===== config.mk =====
export PLATFORM = sky130hd
export DESIGN_NAME = cpu_ctrl_fsm
export DESIGN_NICKNAME = d
export VERILOG_FILES = /design/src/rtl/ctrl_pkg.sv /design/src/rtl/mfc_watchdog.sv /design/src/rtl/cpu_ctrl_fsm.sv
export SDC_FILE = /design/constraint.sdc
export NUM_CORES = 1
export LEC_CHECK = 0
export ABC_AREA = 1
export CORE_UTILIZATION = 42
export CTS_CLUSTER_SIZE = 40
export DETAILED_ROUTE_END_ITERATION = 7
export PLACE_DENSITY = 0.87
export SKIP_LAST_GASP = 1
export SYNTH_ARGS = -nofsm -noshare
export SYNTH_HDL_FRONTEND = slang
export SYNTH_SLANG_ARGS = --single-unit

===== constraint.sdc =====
create_clock -name clock -period 1.7 [get_ports clock]
set_input_delay 0.34 -clock clock [delete_from_list [all_inputs] [get_ports clock]]
set_output_delay 0.34 -clock clock [all_outputs]
set_load 0.02 [all_outputs]

===== src/rtl/ctrl_pkg.sv =====
// ============================================================================
//  ctrl_pkg : ALU codes, opcode/sub-op constants, state encoding and output
//             bundle shared by the cpu_ctrl_fsm control unit.
//  Revision : 1.0
// ============================================================================
`default_nettype none

package ctrl_pkg;

  localparam logic [2:0] ALU_PASS = 3'b000;
  localparam logic [2:0] ALU_INC  = 3'b001;
  localparam logic [2:0] ALU_ADD  = 3'b010;
  localparam logic [2:0] ALU_NEG  = 3'b011;
  localparam logic [2:0] ALU_OR   = 3'b100;
  localparam logic [2:0] ALU_NOT  = 3'b101;
  localparam logic [2:0] ALU_DEC  = 3'b110;

  localparam logic [3:0] OP_BR    = 4'b1000;
  localparam logic [3:0] OP_CALL  = 4'b1001;
  localparam logic [3:0] OP_NOP   = 4'b1010;
  localparam logic [3:0] OP_HALT  = 4'b1011;
  localparam logic [3:0] OP_BRC   = 4'b1100;
  localparam logic [3:0] OP_EXT   = 4'b1111;

  localparam logic [2:0] SUB_PUSH = 3'b000;
  localparam logic [2:0] SUB_POP  = 3'b001;
  localparam logic [2:0] SUB_ADD  = 3'b010;
  localparam logic [2:0] SUB_NEG  = 3'b011;
  localparam logic [2:0] SUB_OR   = 3'b100;
  localparam logic [2:0] SUB_NOT  = 3'b101;
  localparam logic [2:0] SUB_RET  = 3'b110;
  localparam logic [2:0] SUB_ILL  = 3'b111;

  typedef enum logic [4:0] {
    S_F0, S_F1, S_F2, S_F3, S_F4,
    S_R0, S_R1, S_R2, S_R3, S_R4,
    S_E0, S_E1,
    S_W0, S_W1, S_W2, S_W3, S_W4,
    S_B0, S_B1,
    S_HLT, S_ERR
  } state_t;

  typedef struct packed {
    logic       ld_mar;
    logic       ld_mdr;
    logic       ld_ir;
    logic       ld_pc;
    logic       ld_reg;
    logic       ld_ybuff;
    logic       ld_sp;
    logic       t_pc;
    logic       t_sp;
    logic       t_mar;
    logic       t_mdr;
    logic       t_dbus;
    logic       t_reg;
    logic       t_alu;
    logic       t_ir;
    logic [2:0] func_sel;
    logic [2:0] reg_sel;
    logic       read;
    logic       write;
    logic       halted;
    logic       error;
  } ctrl_out_t;

  function automatic logic is_wait_state(state_t s);
    return (s == S_F2) || (s == S_R2) || (s == S_W4);
  endfunction

  function automatic logic [2:0] alu_for_subop(logic [2:0] sub);
    logic [2:0] f;
    f = ALU_PASS;
    case (sub)
      SUB_ADD: f = ALU_ADD;
      SUB_NEG: f = ALU_NEG;
      SUB_OR:  f = ALU_OR;
      SUB_NOT: f = ALU_NOT;
      default: f = ALU_PASS;
    endcase
    return f;
  endfunction

endpackage

`default_nettype wire


===== src/rtl/mfc_watchdog.sv =====
// ============================================================================
//  mfc_watchdog : counts consecutive memory-wait cycles and flags expiry when
//                 MFC_TIMEOUT cycles pass without MFC.
//  Revision     : 1.0
// ============================================================================
`default_nettype none

module mfc_watchdog #(
  parameter int MFC_TIMEOUT = 15
) (
  input  logic clock,
  input  logic reset,
  input  logic active,
  input  logic mfc,
  output logic expired
);

  localparam int CNT_W = (MFC_TIMEOUT < 2) ? 1 : $clog2(MFC_TIMEOUT + 1);

  logic [CNT_W-1:0] count_q, count_d;

  // Leaving the wait state clears the count, so every entry starts from zero.
  always_comb begin
    count_d = '0;
    if (active) count_d = count_q + CNT_W'(1);
  end

  always_ff @(posedge clock or posedge reset) begin
    if (reset) count_q <= '0;
    else       count_q <= count_d;
  end

  assign expired = active && !mfc && (count_q == CNT_W'(MFC_TIMEOUT - 1));

endmodule

`default_nettype wire


===== src/rtl/cpu_ctrl_fsm.sv =====
// ============================================================================
//  cpu_ctrl_fsm : Moore control unit sequencing fetch, stack, ALU and branch
//                 micro-steps. Define CTRL_MFC_TIMEOUT_EN for the MFC watchdog.
//  Revision     : 1.0
// ============================================================================
`default_nettype none

module cpu_ctrl_fsm
  import ctrl_pkg::*;
#(
  parameter int IR_W        = 16,
  parameter int MFC_TIMEOUT = 15
) (
  input  logic            clock,
  input  logic            reset,
  input  logic [IR_W-1:0] IR,
  input  logic            status,
  input  logic            MFC,
  output logic            ldMAR,
  output logic            ldMDR,
  output logic            ldIR,
  output logic            ldPC,
  output logic            ldReg,
  output logic            ldYBuff,
  output logic            ldSP,
  output logic            TPC,
  output logic            TSP,
  output logic            TMAR,
  output logic            TMDR,
  output logic            TDBUS,
  output logic            TReg,
  output logic            TALU,
  output logic            TIR,
  output logic [2:0]      funcSelect,
  output logic [2:0]      regSelect,
  output logic            read,
  output logic            write,
  output logic            halted,
  output logic            error
);

  if (IR_W < 10 || MFC_TIMEOUT < 1) begin : g_param_check
    $error("cpu_ctrl_fsm: IR_W must be >= 10 and MFC_TIMEOUT >= 1");
  end

  logic [3:0] opcode;
  logic [2:0] sub_op;
  logic [2:0] reg_fld;

  assign opcode  = IR[IR_W-1  -: 4];
  assign sub_op  = IR[IR_W-5  -: 3];
  assign reg_fld = IR[IR_W-8  -: 3];

  if (IR_W > 10) begin : g_ir_low
    logic unused_ir_low;
    assign unused_ir_low = ^IR[IR_W-11:0];
  end

  state_t    state_q, state_d;
  ctrl_out_t ctrl;
  logic      mfc_timeout;

`ifdef CTRL_MFC_TIMEOUT_EN
  logic wait_active;
  assign wait_active = is_wait_state(state_q);

  mfc_watchdog #(
    .MFC_TIMEOUT (MFC_TIMEOUT)
  ) u_mfc_watchdog (
    .clock   (clock),
    .reset   (reset),
    .active  (wait_active),
    .mfc     (MFC),
    .expired (mfc_timeout)
  );
`else
  assign mfc_timeout = 1'b0;
`endif

  always_ff @(posedge clock or posedge reset) begin
    if (reset) state_q <= S_F0;
    else       state_q <= state_d;
  end

  always_comb begin
    state_d = state_q;
    case (state_q)
      S_F0: state_d = S_F1;
      S_F1: state_d = S_F2;
      S_F2: if (MFC) state_d = S_F3; else if (mfc_timeout) state_d = S_ERR;
      S_F3: state_d = S_F4;
      S_F4: begin
        state_d = S_ERR;
        case (opcode)
          OP_NOP:  state_d = S_F0;
          OP_CALL: state_d = S_W0;
          OP_BR:   state_d = S_B0;
          OP_BRC:  state_d = status ? S_B0 : S_F0;
          OP_HALT: state_d = S_HLT;
          OP_EXT: begin
            case (sub_op)
              SUB_PUSH:                         state_d = S_W0;
              SUB_POP, SUB_RET, SUB_ADD, SUB_OR: state_d = S_R0;
              SUB_NEG, SUB_NOT:                 state_d = S_E1;
              SUB_ILL:                          state_d = S_ERR;
              default:                          state_d = S_ERR;
            endcase
          end
          default: state_d = S_ERR;
        endcase
      end
      S_R0: state_d = S_R1;
      S_R1: state_d = S_R2;
      S_R2: if (MFC) state_d = S_R3; else if (mfc_timeout) state_d = S_ERR;
      S_R3: state_d = S_R4;
      // Only the two-operand ALU ops need the popped value staged in Y first.
      S_R4: state_d = (sub_op == SUB_ADD || sub_op == SUB_OR) ? S_E0 : S_E1;
      S_E0: state_d = S_E1;
      S_E1: state_d = S_F0;
      S_W0: state_d = S_W1;
      S_W1: state_d = S_W2;
      S_W2: state_d = S_W3;
      S_W3: state_d = S_W4;
      S_W4: begin
        if (MFC)              state_d = (opcode == OP_CALL) ? S_B0 : S_F0;
        else if (mfc_timeout) state_d = S_ERR;
      end
      S_B0:  state_d = S_B1;
      S_B1:  state_d = S_F0;
      S_HLT: state_d = S_HLT;
      S_ERR: state_d = S_ERR;
      default: state_d = S_ERR;
    endcase
  end

  always_comb begin
    ctrl          = '0;
    ctrl.func_sel = ALU_PASS;
    case (state_q)
      S_F0: ctrl.t_pc = 1'b1;
      S_F1: begin ctrl.t_pc = 1'b1; ctrl.ld_mar = 1'b1; end
      S_F2: begin ctrl.t_mar = 1'b1; ctrl.read = 1'b1; end
      S_F3: begin ctrl.ld_ir = 1'b1; ctrl.t_pc = 1'b1; ctrl.func_sel = ALU_INC; end
      S_F4: begin ctrl.ld_pc = 1'b1; ctrl.t_pc = 1'b1; ctrl.func_sel = ALU_INC; end
      S_R0: ctrl.t_sp = 1'b1;
      S_R1: begin ctrl.t_sp = 1'b1; ctrl.ld_mar = 1'b1; end
      S_R2: begin ctrl.t_mar = 1'b1; ctrl.read = 1'b1; end
      S_R3: begin
        ctrl.t_dbus = 1'b1; ctrl.ld_mdr = 1'b1; ctrl.t_sp = 1'b1; ctrl.func_sel = ALU_INC;
      end
      S_R4: begin ctrl.ld_sp = 1'b1; ctrl.t_sp = 1'b1; ctrl.func_sel = ALU_INC; end
      S_E0: begin ctrl.t_mdr = 1'b1; ctrl.ld_ybuff = 1'b1; end
      S_E1: begin
        case (sub_op)
          SUB_RET: begin ctrl.t_mdr = 1'b1; ctrl.ld_pc = 1'b1; end
          SUB_POP: begin ctrl.t_mdr = 1'b1; ctrl.ld_reg = 1'b1; end
          SUB_NEG, SUB_NOT, SUB_ADD, SUB_OR: begin
            ctrl.t_reg    = 1'b1;
            ctrl.t_alu    = 1'b1;
            ctrl.ld_reg   = 1'b1;
            ctrl.func_sel = alu_for_subop(sub_op);
          end
          default: ;
        endcase
      end
      S_W0: begin ctrl.t_sp = 1'b1; ctrl.func_sel = ALU_DEC; end
      S_W1: begin ctrl.t_sp = 1'b1; ctrl.func_sel = ALU_DEC; ctrl.ld_sp = 1'b1; end
      S_W2: begin ctrl.t_sp = 1'b1; ctrl.ld_mar = 1'b1; end
      S_W3: begin
        ctrl.t_alu  = 1'b1;
        ctrl.ld_mdr = 1'b1;
        // CALL pushes the return address, PUSH pushes the selected register.
        if (opcode == OP_CALL) ctrl.t_pc  = 1'b1;
        else                   ctrl.t_reg = 1'b1;
      end
      S_W4: begin ctrl.t_mdr = 1'b1; ctrl.t_dbus = 1'b1; ctrl.write = 1'b1; end
      S_B0: begin ctrl.t_ir = 1'b1; ctrl.ld_ybuff = 1'b1; end
      S_B1: begin
        ctrl.t_pc = 1'b1; ctrl.t_alu = 1'b1; ctrl.func_sel = ALU_ADD; ctrl.ld_pc = 1'b1;
      end
      S_HLT: ctrl.halted = 1'b1;
      S_ERR: ctrl.error  = 1'b1;
      default: ;
    endcase
    if (ctrl.t_reg || ctrl.ld_reg) ctrl.reg_sel = reg_fld;
    // Outputs are forced quiet for the whole reset pulse, not just from the next edge.
    if (reset) ctrl = '0;
  end

  assign ldMAR      = ctrl.ld_mar;
  assign ldMDR      = ctrl.ld_mdr;
  assign ldIR       = ctrl.ld_ir;
  assign ldPC       = ctrl.ld_pc;
  assign ldReg      = ctrl.ld_reg;
  assign ldYBuff    = ctrl.ld_ybuff;
  assign ldSP       = ctrl.ld_sp;
  assign TPC        = ctrl.t_pc;
  assign TSP        = ctrl.t_sp;
  assign TMAR       = ctrl.t_mar;
  assign TMDR       = ctrl.t_mdr;
  assign TDBUS      = ctrl.t_dbus;
  assign TReg       = ctrl.t_reg;
  assign TALU       = ctrl.t_alu;
  assign TIR        = ctrl.t_ir;
  assign funcSelect = ctrl.func_sel;
  assign regSelect  = ctrl.reg_sel;
  assign read       = ctrl.read;
  assign write      = ctrl.write;
  assign halted     = ctrl.halted;
  assign error      = ctrl.error;

endmodule

`default_nettype wire


==> results of run 1 <==
[per-layer routing]
metal	overflow	track usage [%]
met2	11	90.7
met4	7	66.2
met5	0	4.76
met1	0	67.9
met3	0	45.6
[Yosys cell counts (all sizes together) (4+ instances only)]
cell	count	share of area, %
nand2	61	22
a21oi	12	6.1
inv	31	11
nand4	5	3.0
o21ai	9	4.3
buf	4	2.6
nand3	18	9.1
nor3	4	1.9
nor2	32	14
ha	6	7.2
dfrtp	5	12
[what timing repair did]
item	in CTS
cloned	0
resized for setup	176
pin swaps	13
endpoints found under the setup margin	28
buffers inserted	5
[per-stage QoR]
stage          cell area [sq um]  utilization (%)  hold WS (ps)  setup TNS (ps)
2_1_floorplan               1050                -           124           -88.3
3_3_place_gp                1900             83.6           674          -16630
3_5_place_dp                1900             83.6           685          -18130
4_1_cts                     2030             89.0           613           -3550
[logic make-up after synthesis]
family	Yosys count	share of synthesized area, %
simple gates	121	51.4
fa+ha+maj	6	7.21
compound gates	27	14.8
flops	5	12.0
buf+inv	37	14.5
==> impl_metrics.json, run 1 <==
{
  "syn_avg_cell_area_sq_um": 5.31,
  "hpwlAfterDp_um": 2930,
  "synth-edff-count": 0,
  "cts_buffer_depth": 2,
  "worst_endpoint": "TMDR",
  "dp_slack_ps": -1190,
  "synthCells": 196,
  "grt.overflow.total": 18,
  "portBuffers": 38,
  "syn_area_sq_mm": 0.00104,
  "status": "stopped before the end",
  "haltStage": "5_1_grt",
  "ys.warnings.count": 0,
  "cts.sinks": 5,
  "synth_fp_nets": 222,
  "ys.flop_type": "dfrtp_1",
  "endpoint_type": "top-level output",
  "stop_error": "[ERROR GRT-0232] Routing congestion too high. Check the congestion heatmap in the GUI.",
  "initial_utilization_pct": 45.7,
  "ys_seq_area_share_pct": 12.0,
  "dp.cells": 317,
  "place_congestion": 0.978,
  "fp.dieH_um": 51.8,
  "post_cts_hold_buffer_count": 0,
  "synth_cell_types": 24,
  "clockRootBuffer": "clkbuf_4",
  "ys_seq_elements": 5,
  "io_pins": 45,
  "grt_max_degree": 23,
  "grt_use_total_pct": 67.8,
  "cts_made_buffers": 3,
  "rows": 17,
  "h-tree-depth": 1,
  "die_w_um": 51.8,
  "async_reset_ff_share_pct": 100
}
==> run 2: changes to the inputs <==
--- a/config.mk
+++ b/config.mk
@@ -6,10 +6,10 @@
 export NUM_CORES = 1
 export LEC_CHECK = 0
 export ABC_AREA = 1
-export CORE_UTILIZATION = 42
-export CTS_CLUSTER_SIZE = 40
+export CORE_AREA = 2 2 63 65
 export DETAILED_ROUTE_END_ITERATION = 7
-export PLACE_DENSITY = 0.87
+export DIE_AREA = 0 0 65 67
+export PLACE_DENSITY_LB_ADDON = 0.15
 export SKIP_LAST_GASP = 1
 export SYNTH_ARGS = -nofsm -noshare
 export SYNTH_HDL_FRONTEND = slang
==> run 2 against run 1 <==
  * The flow now finishes, with violations (negative setup slack)
  * Synthesized cell count stayed put
  * Synthesized area did not move
==> impl_metrics.json, run 2 <==
{
  "insertion_delay_ps": 220,
  "regMostFlops": "state_q",
  "h-tree-depth": 1,
  "drc": 0,
  "crit_fanout": 6,
  "mostFrequentLayoutCell": "buf_4",
  "cp.required_ps": 1360,
  "fin_ws_ps": -255,
  "vias": 1574,
  "fin_hold_ws_ps": 647,
  "synth_fp_nets": 222,
  "cp_slowest_cell": "dfrtp_2",
  "async_reset_ff_share_pct": 100,
  "initial_utilization_pct": 28.9,
  "fmax_ghz": 0.512,
  "portBuffers": 38,
  "diodes": 0,
  "skew_ps": 1.95,
  "yosysTopAreaCell": "nand2_1",
  "endpoint_kind": "output pin",
  "worstPathArrival_ps": 1610,
  "max_cap_violations": 0,
  "synth-compound-area-share_pct": 14.8,
  "ys_seq_elements": 5,
  "design_area_sq_mm": 0.00224,
  "cp_top_family": "flip-flops",
  "violations": "negative setup slack",
  "syn_avg_cell_area_sq_um": 5.31,
  "ys.warnings.count": 0,
  "top_regs": "state_q: 5 flops",
  "dp_slack_ps": -1180,
  "path_clk_slew_ps": 40,
  "yosys.area_share.simple_pct": 51.4,
  "avgViaCountPerCell": 4.50,
  "final_antenna_net_count": 0,
  "drt_iter0_drc": 58,
  "synth_top_family_by_area": "simple AND/OR/NAND/NOR gates",
  "place_congestion": 0.820,
  "path_cells": "nand2_4, nor2_4, buf_4, buf_6, nand2_4, nand2_1, nor2_1, a21oi_1, buf_4",
  "path_depth": 9,
  "ys_seq_area_share_pct": 12.0,
  "yosysMostFrequentCell": "nand2_1",
  "min_period_ps": 1950,
  "synth_cell_types": 24,
  "cts_tree": "yes",
  "cts_made_buffers": 3,
  "die-area_sq_mm": 0.00436,
  "io_pins": 45,
  "wl_per_cell_um": 11.7,
  "first_global_vias": 1514,
  "drv_slew": 0,
  "hpwlAfterDp_um": 3020,
  "largest_reg_flops": 5,
  "crit_buf_inv": 3,
  "start_kind": "flop",
  "core_area_sq_mm": 0.00361,
  "dp.cells": 337,
  "yosys-top-cells-area": "nand2_1 (21%), dfrtp_1 (12%), inv_1 (8.7%)",
  "power_density_mw_per_mm2": 221,
  "ir_drop_uv": 235,
  "fin_nets": 329,
  "rsz0062_at_grt": "yes",
  "grt.overflow.total": 0,
  "synth-edff-count": 0,
  "synthCells": 196,
  "final_util_pct": 62.0,
  "finalHoldViolCount": 0,
  "syn_area_sq_mm": 0.00104,
  "ys.flop_type": "dfrtp_1",
  "fp.dieH_um": 67,
  "routed_wirelength_um": 4080,
  "grt_max_degree": 23,
  "yosys.area.top_type_share_pct": 21.3,
  "synthMuxAreaShare_pct": 0,
  "cts.sinks": 5,
  "final_cell_mix": "buf_4 (81), nand2_1 (48), inv_1 (21)",
  "fin_crit_sh_pct": 115,
  "clockRootBuffer": "clkbuf_8",
  "reg2reg_depth": 12,
  "slew_headroom_pct": 84.1,
  "grt_pass1_wl_um": 6380,
  "synth_fa_ha_area_share_pct": 7.21,
  "path_class": "reg -> out",
  "rows": 22,
  "setup_viol": 21,
  "cts_buffer_depth": 2,
  "yosys.area_share.xor_xnor_pct": 0,
  "syn_to_final_growth_pct": 115,
  "final_cells": 350,
  "p_leak_uw": 0.00121,
  "status": "finished, violations left",
  "die_w_um": 65,
  "worstHoldPathType": "in -> async",
  "synth_commonest_cells": "nand2_1 (59), inv_1 (24), nor2_1 (23)",
  "tightest_slew_ps": 238,
  "crit_path_max_incr_delay_ps": 460,
  "drive_above_1_share_pct": 55.0,
  "grt_use_total_pct": 18.4,
  "firstDrtPassIters": 4,
  "grt_antenna_before_repair": 0,
  "placedInstanceArea_sq_mm": 0.00193
}
run 2: cell counts after synthesis:
No cell type changed its count.
run 2: path summary, 6_finish.rpt:
| kind | from | to | slack, ps |
|---|---|---|---|
| setup / recovery | state_q[0] | TPC | -250 |
| hold / removal | reset | state_q[4] | 650 |
| setup reg to reg | state_q[0] | state_q[4] | 60 |
| hold reg to reg | state_q[4] | state_q[1] | 720 |
| max in group asynchronous | reset | state_q[3] | 930 |
| min in group clock | state_q[4] | state_q[1] | 720 |
run 2: cell type report:
class / instances / area (sq um)
Tap cell: 48 / 60.1
Sequential cell: 5 / 131
Fill cell: 355 / 1370
Timing Repair Buffer: 108 / 897
Clock buffer: 4 / 45.0
Multi-Input combinational cell: 154 / 987
Inverter: 31 / 116
run 2: stage by stage:
| step | total power [uW] | TNS [ps] |
|---|---|---|
| 4_1_cts | 491 | -2810 |
| 3_5_place_dp | 263 | -17300 |
| 5_1_grt | 526 | -4650 |
| 6_report | 493 | -2800 |
| 2_1_floorplan | 171 | -88.3 |
| 3_3_place_gp | 264 | -16720 |
run 2: timing repair:
item | 4_1_cts | 5_1_grt
buffers inserted | 3 | 7
pin swaps | 12 | 13
setup endpoints to repair | 27 | 28
hold endpoints to repair | 0 | 0
resized for setup | 180 | 34
gates cloned | 0 | 0
hold buffers | 0 | 0
run 2: routing by layer:
layer | track usage [%] | routed length (um)
met5 | 0 | 0
met3 | 2.53 | 148
met4 | 4.26 | 23
met1 | 22.6 | 1790
met2 | 33.6 | 2120
run 2: kinds of logic (layout without fill, tap and decap cells):
logic type	after synthesis	in the layout
buf+inv	37	143
compound gates	27	27
simple gates	121	121
flops	5	5
fa+ha+maj	6	6
run 2: power by group:
group	switching, uW	internal (uW)	total, uW
clock network	52.9	161	213
registers	0	120	120
logic	77.1	83.3	160
total	130	364	493
run 2: tightest hold or removal path: cells and delay by family:
family / cells / cell delay (ps)
buf+inv: 4 / 850
Note: power is estimated with default switching activity, not from simulation.
==> run 3: changes to the inputs <==
==> constraint.sdc (replaced) <==
create_clock -name clock -period 1.7 [get_ports clock]
set_input_delay 0.34 -clock clock [delete_from_list [all_inputs] [get_ports clock]]
set_output_delay 0.34 -clock clock [all_outputs]
set_load 0.01 [all_outputs]
==> run 3 against run 2 <==
  * The flow still finishes with violations (negative setup slack)
  * Critical endpoint is now regSelect[1]
  * Routed wire length grew 11%
  * First-iteration DRC count up 72%
  * Worst setup slack improved by 9.3 ps
  * Critical path type unchanged
  * Die area stayed put
  * Utilization is 0.83 points higher
  * Clock power up 5%
  * Largest power group unchanged
==> impl_metrics.json, run 3 (synthesis gave the netlist of run 2 again) <==
{
  "ir_drop_uv": 204,
  "final_cells": 357,
  "crit_top_cell": "nor2_4",
  "portBuffers": 38,
  "nFillCells": 328,
  "largest_reg_flops": 5,
  "crit_fanout": 4,
  "max_cap_violations": 0,
  "grt_pass1_wl_um": 6800,
  "initial_utilization_pct": 28.9,
  "drc": 0,
  "drv_slew": 0,
  "core_area_sq_mm": 0.00361,
  "slew_headroom_pct": 77.6,
  "post_cts_hold_buffer_count": 0,
  "path_cells": "buf_6, nor2_4, nand2_4, nor2_4, nor2_4, a21oi_2, inv_2, nor2_2, buf_2",
  "regArea_sq_um": 131,
  "min_period_ps": 1950,
  "cp_slowest_cell": "dfrtp_2",
  "grt.overflow.total": 0,
  "rsz0062_at_grt": "yes",
  "drt_iter0_drc": 100,
  "cts_made_buffers": 3,
  "dp.cells": 332,
  "path_class": "reg -> out",
  "routed_wirelength_um": 4510,
  "start_kind": "flop",
  "fp.dieH_um": 67,
  "drive_above_1_share_pct": 58.9,
  "place_congestion": 0.944,
  "wl_per_cell_um": 12.6,
  "first_global_vias": 1517,
  "worstPathArrival_ps": 1610,
  "insertion_delay_ps": 230,
  "p_leak_uw": 0.00126,
  "power_density_mw_per_mm2": 220,
  "setup_viol": 22,
  "final_util_pct": 62.9,
  "rows": 22,
  "fin_crit_sh_pct": 114,
  "grt_antenna_before_repair": 0,
  "io_pins": 45,
  "grt_max_degree": 23,
  "syn_to_final_growth_pct": 118,
  "violations": "negative setup slack",
  "finalHoldViolCount": 0,
  "worstHoldPathType": "in -> async",
  "fin_nets": 336,
  "skew_ps": 2.22,
  "cts_tree": "yes",
  "cp.required_ps": 1360,
  "fin_ws_ps": -245,
  "final_cell_mix": "buf_4 (67), nand2_1 (41), buf_2 (25)",
  "die-area_sq_mm": 0.00436,
  "crit_path_max_incr_delay_ps": 420,
  "clockRootBuffer": "clkbuf_8",
  "multi_input_comb_area_sq_mm": 0.00102,
  "status": "finished, violations left",
  "vias": 1687,
  "endpoint_kind": "output pin",
  "hpwlAfterDp_um": 3080,
  "top_regs": "state_q: 5 flops",
  "path_clk_slew_ps": 40,
  "tightest_slew_ps": 333,
  "fmax_ghz": 0.514,
  "cts.sinks": 5,
  "mostFrequentLayoutCell": "buf_4",
  "avgViaCountPerCell": 4.73,
  "regMostFlops": "state_q",
  "h-tree-depth": 1,
  "final_antenna_net_count": 0,
  "die_w_um": 65,
  "firstDrtPassIters": 4,
  "power_uw": 500,
  "grt_use_total_pct": 20.4,
  "diodes": 0,
  "cts_buffer_depth": 2
}
-- run 3: changes by cell type in the layout (fill, tap and decap cells not counted), sizes merged --
cell,before,now
buf,95,102
clkbuf,4,5
dlygate4sd2,4,1
dlymetal6s2s,0,3
clkdlybuf4s15,3,2
-- run 3: where the power goes --
| part | switching [uW] | internal, uW |
|---|---|---|
| Combinational | 74.7 | 81.9 |
| Clock | 62.0 | 161 |
| Sequential | 0 | 120 |
| Total | 137 | 363 |
-- run 3: worst max-delay path, delay by kind of cell, from the launching register on --
family          cells  cell delay (ps)
compound gates      1              140
flops               1              420
buf+inv             3              330
simple gates        5              500
-- run 3: timing repair --
item / 4_1_cts / 5_1_grt
cloned: 0 / 0
pin swaps: 13 / 19
buffers inserted: 12 / 11
gates resized for setup: 153 / 43
setup endpoints to repair: 29 / 27
-- run 3: area by class of cell --
cell class	count	share of cell area, %
well taps	48	2.65
clock buffers	4	1.99
repair buffers	115	39.3
multi-input cells	154	45.1
inverters	31	5.13
flip-flops and latches	5	5.79
-- run 3: final timing paths --
path	from	endpoint	slack, ps	cells after the start
setup reg to reg	state_q[0]	state_q[0]	-40	11
max in group asynchronous	reset	state_q[3]	930	4
min in group clock	state_q[4]	state_q[1]	710	2
hold reg to reg	state_q[4]	state_q[1]	710	2
hold / removal	reset	state_q[0]	640	4
setup / recovery	state_q[4]	regSelect[1]	-250	9
-- run 3: stage by stage --
| stage | hold slack [ps] | cell area, sq um | setup WS [ps] | TNS (ps) |
|---|---|---|---|---|
| 3_3_place_gp | 777 | 1880 | -1020 | -15630 |
| 4_1_cts | 624 | 2070 | -229 | -3320 |
| 2_1_floorplan | 124 | 1040 | 49.3 | 0 |
| 5_1_grt | 676 | 2270 | -324 | -5390 |
| 3_5_place_dp | 746 | 1880 | -1100 | -16220 |
| 6_report | 638 | 2270 | -245 | -3710 |
-- run 3: metal layers --
layer	vias to the layer above	wire length, um	track usage, %
met2	48	2340	37.2
met3	12	199	1.86
li1	856	-	-
met5	-	0	0
met4	0	123	9.04
met1	771	1850	24.0
==> run 4: changes to the inputs <==
--- a/config.mk
+++ b/config.mk
@@ -7,9 +7,10 @@
 export LEC_CHECK = 0
 export ABC_AREA = 1
 export CORE_AREA = 2 2 63 65
+export CTS_CLUSTER_DIAMETER = 50
 export DETAILED_ROUTE_END_ITERATION = 7
 export DIE_AREA = 0 0 65 67
-export PLACE_DENSITY_LB_ADDON = 0.15
+export PLACE_DENSITY = 0.7
 export SKIP_LAST_GASP = 1
 export SYNTH_ARGS = -nofsm -noshare
 export SYNTH_HDL_FRONTEND = slang
==> run 4 against run 3 <==
  * The flow still finishes with violations (negative setup slack)
  * Critical path depth did not move
  * Sequential share of layout area fell by 0.29 points
  * Highest routed layer unchanged
  * Critical endpoint is now ldPC
  * Global-route usage rose by 1.2 points
  * Routed wire length rose by 15%
  * Clock skew barely moved
  * Worst hold slack improved by 1.7 ps
  * Sequential power barely moved
==> impl_metrics.json, run 4 (synthesis gave the netlist of run 2 again) <==
{
  "status": "finished, violations left",
  "violations": "negative setup slack",
  "grt_pass1_wl_um": 7470,
  "first_global_vias": 1659,
  "cts_made_buffers": 3,
  "hpwlAfterDp_um": 3150,
  "fin_crit_sh_pct": 117,
  "path_cells": "buf_6, nor2_4, inv_2, nor2_4, nand2_4, nand2_1, o21ai_0, inv_1, clkdlybuf4s15_2",
  "fin_ws_ps": -288,
  "p_leak_uw": 0.00131,
  "diodes": 0,
  "drt_iter0_drc": 84,
  "avgViaCountPerCell": 4.86,
  "slew_headroom_pct": 84.6,
  "rows": 22,
  "tightest_slew_ps": 230,
  "regMostFlops": "state_q",
  "final_cell_mix": "buf_4 (75), nand2_1 (45), buf_2 (23)",
  "skew_ps": 2.53,
  "cts_tree": "yes",
  "grt_use_total_pct": 21.6,
  "path_class": "reg -> out",
  "clockRootBuffer": "clkbuf_8",
  "largest_reg_flops": 5,
  "ir_drop_uv": 249,
  "post_cts_hold_buffer_count": 0,
  "h-tree-depth": 1,
  "grt.overflow.total": 0,
  "worstHoldPathType": "in -> async",
  "nFillCells": 308,
  "fin_nets": 347,
  "fin_hold_ws_ps": 639,
  "final_antenna_net_count": 0,
  "path_clk_slew_ps": 40,
  "min_period_ps": 1990,
  "drv_slew": 0,
  "place_congestion": 0.931,
  "setup_viol": 25,
  "setup_tns_ps": -4260,
  "cts.sinks": 5,
  "portBuffers": 38,
  "drive_above_1_share_pct": 62.8,
  "wl_per_cell_um": 14.1,
  "insertion_delay_ps": 220,
  "grt_antenna_before_repair": 0,
  "start_kind": "flop",
  "fmax_ghz": 0.503,
  "endpoint_kind": "output pin",
  "crit_path_max_incr_delay_ps": 450,
  "fp.dieH_um": 67,
  "top_regs": "state_q: 5 flops",
  "power_density_mw_per_mm2": 217,
  "grt_max_degree": 23,
  "finalHoldViolCount": 0,
  "syn_to_final_growth_pct": 129,
  "final_cells": 368,
  "cp_slowest_cell": "dfrtp_2",
  "core_area_sq_mm": 0.00361,
  "cp_top_family": "buffers and inverters",
  "dp.cells": 337,
  "cts_buffer_depth": 2,
  "die-area_sq_mm": 0.00436,
  "die_w_um": 65,
  "initial_utilization_pct": 28.9,
  "cp.required_ps": 1360,
  "crit_fanout": 4,
  "max_cap_violations": 0,
  "routed_wirelength_um": 5200,
  "firstDrtPassIters": 4,
  "io_pins": 45,
  "vias": 1789,
  "crit_top_cell": "nor2_4",
  "mostFrequentLayoutCell": "buf_4",
  "crit_buf_inv": 4,
  "drc": 0,
  "worstPathArrival_ps": 1650,
  "rsz0062_at_grt": "yes"
}
## run 4: timing repair
action                     4_1_cts  5_1_grt
setup endpoints to repair       28       30
buffers inserted                12       17
gates resized for setup        152       67
pin swaps                       17       26
## run 4: power breakdown
part           leakage (uW)  total, uW  internal (uW)  switching (uW)
registers         0.0000538        120            120               0
logic               0.00123        179           92.8            86.6
clock network     0.0000228        220            161            58.7
total               0.00131        519            373             145
## run 4: worst register-to-register path, stage by stage, from the launching register on
cell     delay, ps
dfrtp_2        450
nand2_2        130
nor2_4          50
buf_4          140
buf_4          130
buf_6          110
nand2_4         70
buf_6          100
nand2_2         60
o21ai_4        200
nand2_1         70
o21ai_1         70
## run 4: routing by layer
layer  up-vias  GRT usage, %  share of wire (%)
met2        73          41.0                 53
met5         -             0                  0
met1       820          25.6                 38
met3        24          2.53                5.2
li1        872             -                  -
met4         0          5.32                4.2
## run 4: final cells by class
type                            count  area [sq um]  area share (%)
Timing Repair Buffer              126           980            41.0
Inverter                           31           126            5.29
Multi-Input combinational cell    154          1050            43.8
Sequential cell                     5           131            5.50
Tap cell                           48          60.1            2.51
Clock buffer                        4          45.0            1.89
## run 4: metrics by stage
stage          setup WS, ps  utilization, %  instance area (sq um)  total power (uW)
5_1_grt                -344            66.2                   2390               555
4_1_cts                -242            58.6                   2110               507
2_1_floorplan          49.3               -                   1040               170
3_5_place_dp          -1130            53.2                   1920               264
3_3_place_gp          -1000            53.2                   1920               261
6_report               -288            66.2                   2390               519
## run 4: final timing paths
check | to | cells after the start | slack (ps) | start
worst min-delay path | state_q[1] | 4 | 640 | reset
worst min register to register | state_q[1] | 2 | 710 | state_q[4]
min in group clock | state_q[1] | 2 | 710 | state_q[4]
worst max-delay path | ldPC | 9 | -290 | state_q[0]
worst max register to register | state_q[1] | 11 | 20 | state_q[1]
max in group asynchronous | state_q[3] | 4 | 930 | reset
